### config.mk
export PLATFORM = sky130hd
export DESIGN_NAME = console_writer_flat
export DESIGN_NICKNAME = d
export VERILOG_FILES = /design/src/rtl/console_writer_if.sv /design/src/rtl/console_writer.sv /design/src/flat_wrapper.sv
export SDC_FILE = /design/constraint.sdc
export NUM_CORES = 1
export LEC_CHECK = 0
export CAP_MARGIN = 0
export CORE_MARGIN = 2
export CORE_UTILIZATION = 53
export CTS_CLUSTER_SIZE = 20
export DETAILED_ROUTE_END_ITERATION = 7
export PLACE_DENSITY = 0.8
export SLEW_MARGIN = 5
export SYNTH_ARGS = -nofsm -noshare
export SYNTH_HDL_FRONTEND = slang
export SYNTH_SLANG_ARGS = --single-unit
### constraint.sdc
create_clock -name clk -period 2.9 [get_ports clk]
set_input_delay 0.29 -clock clk [delete_from_list [all_inputs] [get_ports clk]]
set_output_delay 0.29 -clock clk [all_outputs]
set_load 0.05 [all_outputs]
### src/rtl/console_writer_if.sv
// Byte-stream input and vram write bus of the console writer.
// master = console_writer side, slave = byte source / vram side.
interface console_writer_if #(
  parameter int ROW_BITS = 5,
  parameter int COL_BITS = 7
);
  logic                char_valid;
  logic                char_ready;
  logic [7:0]          char_byte;
  logic                vram_write_valid;
  logic                vram_write_ready;
  logic [ROW_BITS-1:0] vram_write_row;
  logic [COL_BITS-1:0] vram_write_col;
  logic [7:0]          vram_write_char;

  modport master (
    input  char_valid, char_byte, vram_write_ready,
    output char_ready, vram_write_valid, vram_write_row, vram_write_col, vram_write_char
  );

  modport slave (
    output char_valid, char_byte, vram_write_ready,
    input  char_ready, vram_write_valid, vram_write_row, vram_write_col, vram_write_char
  );
endinterface

### src/rtl/console_writer.sv
// Text console writer: turns a byte stream into vram write beats over a circular
// row buffer, handling cursor movement, line clears on newline and full clears.
module console_writer #(
  parameter int COLS     = 100,
  parameter int ROWS     = 30,
  parameter int COL_BITS = 7,
  parameter int ROW_BITS = 5,
  parameter int RAW_MODE = 0
) (
  input  logic                clk,
  input  logic                reset_low,
  console_writer_if.master    bus,
  output logic [ROW_BITS-1:0] top_row,
  output logic [ROW_BITS-1:0] cursor_row,
  output logic [COL_BITS-1:0] cursor_col
);

  typedef enum logic [1:0] {IDLE, WRITE, CLEAR_LINE, CLEAR_ALL} state_t;

  localparam logic [COL_BITS-1:0] LAST_COL = COL_BITS'(COLS - 1);
  localparam logic [ROW_BITS-1:0] LAST_ROW = ROW_BITS'(ROWS - 1);
  localparam logic [7:0]          SPACE    = 8'h20;

  state_t state_reg;

  // Rows wrap at ROWS, which need not be a power of two.
  function automatic logic [ROW_BITS-1:0] row_inc(input logic [ROW_BITS-1:0] r);
    return (r == LAST_ROW) ? '0 : r + 1'b1;
  endfunction

  logic                accept;
  logic                beat_done;
  logic                printable;
  logic                do_newline;
  logic [ROW_BITS-1:0] nl_row;
  logic [ROW_BITS-1:0] nl_top;

  assign bus.char_ready = (state_reg == IDLE);
  assign accept         = bus.char_valid && (state_reg == IDLE);
  assign beat_done      = bus.vram_write_valid && bus.vram_write_ready;
  assign printable      = (RAW_MODE != 0) ||
                          ((bus.char_byte >= 8'h20) && (bus.char_byte <= 8'h7E));

  // A newline comes either from a 0x0A byte or from writing the last column.
  assign do_newline = (accept && !printable && (bus.char_byte == 8'h0A)) ||
                      ((state_reg == WRITE) && beat_done && (cursor_col == LAST_COL));
  assign nl_row     = row_inc(cursor_row);
  assign nl_top     = (nl_row == top_row) ? row_inc(top_row) : top_row;

  always_ff @(posedge clk or negedge reset_low) begin
    if (!reset_low) begin
      state_reg            <= IDLE;
      bus.vram_write_valid <= 1'b0;
      bus.vram_write_row   <= '0;
      bus.vram_write_col   <= '0;
      bus.vram_write_char  <= '0;
      cursor_row           <= '0;
      cursor_col           <= '0;
      top_row              <= '0;
    end else if (do_newline) begin
      cursor_row           <= nl_row;
      cursor_col           <= '0;
      top_row              <= nl_top;
      state_reg            <= CLEAR_LINE;
      bus.vram_write_valid <= 1'b1;
      bus.vram_write_row   <= nl_row;
      bus.vram_write_col   <= '0;
      bus.vram_write_char  <= SPACE;
    end else begin
      case (state_reg)
        IDLE: begin
          if (accept) begin
            if (printable) begin
              state_reg            <= WRITE;
              bus.vram_write_valid <= 1'b1;
              bus.vram_write_row   <= cursor_row;
              bus.vram_write_col   <= cursor_col;
              bus.vram_write_char  <= bus.char_byte;
            end else begin
              case (bus.char_byte)
                8'h0D: cursor_col <= '0;
                8'h08: if (cursor_col != '0) cursor_col <= cursor_col - 1'b1;
                8'h0C: begin
                  state_reg            <= CLEAR_ALL;
                  bus.vram_write_valid <= 1'b1;
                  bus.vram_write_row   <= '0;
                  bus.vram_write_col   <= '0;
                  bus.vram_write_char  <= SPACE;
                end
                default: ;
              endcase
            end
          end
        end

        // Last-column completion is handled by the newline branch above.
        WRITE: begin
          if (beat_done) begin
            cursor_col           <= cursor_col + 1'b1;
            bus.vram_write_valid <= 1'b0;
            state_reg            <= IDLE;
          end
        end

        CLEAR_LINE: begin
          if (beat_done) begin
            if (bus.vram_write_col == LAST_COL) begin
              bus.vram_write_valid <= 1'b0;
              cursor_col           <= '0;
              state_reg            <= IDLE;
            end else begin
              bus.vram_write_col <= bus.vram_write_col + 1'b1;
            end
          end
        end

        CLEAR_ALL: begin
          if (beat_done) begin
            if (bus.vram_write_col != LAST_COL) begin
              bus.vram_write_col <= bus.vram_write_col + 1'b1;
            end else if (bus.vram_write_row != LAST_ROW) begin
              bus.vram_write_row <= bus.vram_write_row + 1'b1;
              bus.vram_write_col <= '0;
            end else begin
              bus.vram_write_valid <= 1'b0;
              cursor_row           <= '0;
              cursor_col           <= '0;
              top_row              <= '0;
              state_reg            <= IDLE;
            end
          end
        end

        default: begin
          state_reg            <= IDLE;
          bus.vram_write_valid <= 1'b0;
        end
      endcase
    end
  end

endmodule
### src/flat_wrapper.sv
// flat-port wrapper written by rule: the top's interface ports become plain ports
module console_writer_flat 
#(
  parameter int COLS     = 100,
  parameter int ROWS     = 30,
  parameter int COL_BITS = 7,
  parameter int ROW_BITS = 5,
  parameter int RAW_MODE = 0
)
  (clk, reset_low, top_row, cursor_row, cursor_col, bus_char_valid, bus_char_byte, bus_vram_write_ready, bus_char_ready, bus_vram_write_valid, bus_vram_write_row, bus_vram_write_col, bus_vram_write_char);
  console_writer_if #(.ROW_BITS(ROW_BITS), .COL_BITS(COL_BITS)) bus_i ();
  input  logic clk;
  input  logic reset_low;
  output logic [ROW_BITS-1:0] top_row;
  output logic [ROW_BITS-1:0] cursor_row;
  output logic [COL_BITS-1:0] cursor_col;
  input wire logic [$bits(bus_i.char_valid)-1:0] bus_char_valid;
  input wire logic [$bits(bus_i.char_byte)-1:0] bus_char_byte;
  input wire logic [$bits(bus_i.vram_write_ready)-1:0] bus_vram_write_ready;
  output wire logic [$bits(bus_i.char_ready)-1:0] bus_char_ready;
  output wire logic [$bits(bus_i.vram_write_valid)-1:0] bus_vram_write_valid;
  output wire logic [$bits(bus_i.vram_write_row)-1:0] bus_vram_write_row;
  output wire logic [$bits(bus_i.vram_write_col)-1:0] bus_vram_write_col;
  output wire logic [$bits(bus_i.vram_write_char)-1:0] bus_vram_write_char;
  assign bus_i.char_valid = bus_char_valid;
  assign bus_i.char_byte = bus_char_byte;
  assign bus_i.vram_write_ready = bus_vram_write_ready;
  assign bus_char_ready = bus_i.char_ready;
  assign bus_vram_write_valid = bus_i.vram_write_valid;
  assign bus_vram_write_row = bus_i.vram_write_row;
  assign bus_vram_write_col = bus_i.vram_write_col;
  assign bus_vram_write_char = bus_i.vram_write_char;
  console_writer #(.COLS(COLS), .ROWS(ROWS), .COL_BITS(COL_BITS), .ROW_BITS(ROW_BITS), .RAW_MODE(RAW_MODE)) u_core (.clk(clk), .reset_low(reset_low), .bus(bus_i), .top_row(top_row), .cursor_row(cursor_row), .cursor_col(cursor_col));
endmodule
==> results.md <==
* Sink Count at 40
* Mux share of post-synthesis cell area at 0.0477
* Commonest non-fill, non-tap cell in the layout: clkdlybuf4s50_1
* Vias per cell at 6.08
* Finished Core Util at 0.679
* Pwr dens at 841 nW/um^2
* Mapped Cells at 325
* Post-DP HPWL at 4920 um
* Final nets at 396
* Sequential-to-total area share from yosys stat at 0.347
* Total global routing overflow at 0
* Max reg flops at 8
* Mapped cell area at 2890 um^2
* CTS tree: yes
* I/O Buffers at 50
* Clock Skew at 0.00607 ns
* Io pins at 51
* Core area at 5170 um^2
* Status: completed
* Critical path class: reg2reg
* Final Hold Fails at 0
* Setup TNS at 0 ns
* Fraction of layout cells with a size suffix above 1 at 0.0867
* Sw frac at 0.488
* Top reg by flops: u_core.bus.vram_write_char
* Synth Area in Adders at 0.0650
* CP delay by family, top: compound AO/OA/AOI/OAI gates
* # Post-CTS Setup Buffers at 0
* Yosys warns at 0
* Vias at 2668
* Worst-Margin Slew at 0.903 ns
* Die area at 6050 um^2
* Xor and xnor fraction of the mapped netlist area at 0.0455
* DRT antenna net count at 0
* Slew HR at 0.398
* Worst Path Arrival at 2.61 ns
* Mapped Nets at 352
* Clk slew on worst S/H paths at 0.08 ns
* Leak at 1.50 nW
* Filler Cell Count at 418
* Top flop regs: u_core.bus.vram_write_char (8), u_core.bus.vram_write_col (7), u_core.cursor_col (7)
* Count of cell types in the netlist at 63
* GRT Overall Usage at 0.231
* Slowest CP cell: nand3b_1
* Crit-path max FO at 10
* Max Freq at 410 MHz
* 1st-iter DRT viols at 184
* P_int at 1.51 mW
* Post-CTS sizing at 0
* Final period util at 0.841
* Post-synth EDFFs at 0
* Cts bufs inserted at 5
* Clock power share at 0.136
* VDD IR max at 611 uV
* Total of max-cap violations at 0
* Commonest cells after routing, fill and taps aside: clkdlybuf4s50_1, dfrtp_1, nand2_1, nor2_1, nand3_1
* Chip width at 77.8 um
* Bufs and invs on worst path at 1
* Fin. max-slew vios at 0
* Die height at 77.8 um
* Site Rows at 26
* Setup crit end kind: register
* Number of global-route vias before repair at 2371
* Total power at 2.96 mW
* Worst endpoint required time at 3.07 ns
* Hold-fix buffers, CTS at 0
* Worst path cell trace: inv_1 > ha_1 > nor3_1 > a21oi_1 > o221ai_1 > nand3b_1 > a311oi_1 > nor3_1
* Yosys reg bits at 40
* Initial Util at 0.558
* Final min period at 2.44 ns
* Pin count of the biggest net entering global routing at 41
* First-pass GRT wire length at 11400 um
* Clk_lat worst skew at 0.29 ns
* CTS H-tree lvls at 2
* Delay of the slowest cell on the worst path at 0.46 ns
* Combinational family with the most area after synthesis: compound AO/OA/AOI/OAI gates
* Critical Path Source Type: register
* CTS Buffer Depth at 2
* Area grow syn2layout at 21.8%
* Crit-path most repeated cell: nor3_1
* Simple-Gate Fraction of Synth Area at 0.210
* Avg WL per Cell at 15.6 um
* DRC Markers at 0
* Detailed Routing Iterations Pass 1 at 5
* Avg Inst Size Synth at 8.88 um^2
* GP Congestion at 0.834
* Initial antenna violation count at 0
* Setup violators final at 0
* Async set-reset flop share out of synthesis at 1.00
* CTS root buf: clkbuf_8
* Ys flop type: dfrtp_1
* Reg power frac at 0.289
* Unrepaired setup endpoints after global routing: false
* NetSw at 1.44 mW
* Synth Area in Compound Gates at 0.239
* Antenna cell count at 0
* Worst hold-check path type: in2async
* WL final at 6860 um
* Comb power frac at 0.575
==> layer usage <==
| layer | part of all wire | track usage | vias up | wire, um |
|---|---|---|---|---|
| met5 | 0 | 0 | - | 0 |
| met4 | 0.015 | 0.0607 | 0 | 102 |
| met3 | 0.051 | 0.0372 | 11 | 350 |
| met2 | 0.46 | 0.366 | 98 | 3120 |
| met1 | 0.48 | 0.328 | 1272 | 3280 |
| li1 | - | - | 1287 | - |
==> path summary, 6_finish.rpt <==
kind / start / slack [ns] / cells past startpoint / endpoint
worst max-delay path: u_core.state_reg[1] / 0.46 / 8 / u_core.bus.vram_write_col[6]
worst min-delay path: reset_low / 0.12 / 1 / u_core.cursor_row[2]
worst min register to register: u_core.bus.vram_write_char[2] / 0.47 / 2 / u_core.bus.vram_write_char[2]
max in group asynchronous: reset_low / 2.21 / 1 / u_core.top_row[3]
worst max register to register: u_core.state_reg[1] / 0.46 / 8 / u_core.bus.vram_write_col[6]
min in group clk: u_core.bus.vram_write_char[2] / 0.47 / 2 / u_core.bus.vram_write_char[2]
==> area by class of cell <==
| cell class | instances | area, um^2 | share of cell area |
|---|---|---|---|
| Tap cell | 70 | 87.6 | 0.0249 |
| Multi-Input combinational cell | 254 | 1760 | 0.499 |
| Timing Repair Buffer | 53 | 518 | 0.147 |
| Inverter | 15 | 56.3 | 0.0160 |
| Sequential cell | 40 | 1000 | 0.285 |
| Clock buffer | 7 | 96.3 | 0.0274 |
==> cells in the mapped netlist, drive strengths merged (8+ instances only) <==
cell type,n,share of area
nor2,22,0.029
a31oi,9,0.022
nand3,19,0.033
inv,15,0.020
dfrtp,40,0.35
buf,9,0.017
o21ai,18,0.031
xnor2,8,0.024
a21oi,17,0.031
ha,15,0.065
nor2b,8,0.017
nand2,37,0.049
==> cells by family (layout without fill, tap and decap cells) <==
| family | after synthesis | after routing |
|---|---|---|
| adders and majority gates | 15 | 15 |
| xor gates and xnor gates | 15 | 15 |
| muxes | 13 | 13 |
| and+or+nand+nor | 118 | 118 |
| buffers and inverters | 31 | 75 |
| AOI/OAI and AO/OA | 93 | 93 |
| DFF | 40 | 40 |
==> metrics by stage <==
stage	cell area, um^2	instances	hold WS [ns]	setup WS [ns]
after detailed placement	3420	432	0.456	0.225
after global placement	3420	432	0.448	0.322
after global routing	3510	439	0.209	0.281
after CTS	3510	439	0.171	0.512
after floorplan	2890	325	-0.00559	0.401
final	3510	439	0.124	0.461
==> power groups by stage <==
stage / Combinational (mW) / Clock (mW) / Sequential [mW]
after floorplan: 0.893 / 0 / 1.20
after CTS: 1.69 / 0.411 / 0.854
after global placement: 1.66 / 0 / 0.859
after detailed placement: 1.68 / 0 / 0.863
after global routing: 1.82 / 0.431 / 0.881
final: 1.70 / 0.402 / 0.856
Power figures use the tool's default switching activity.
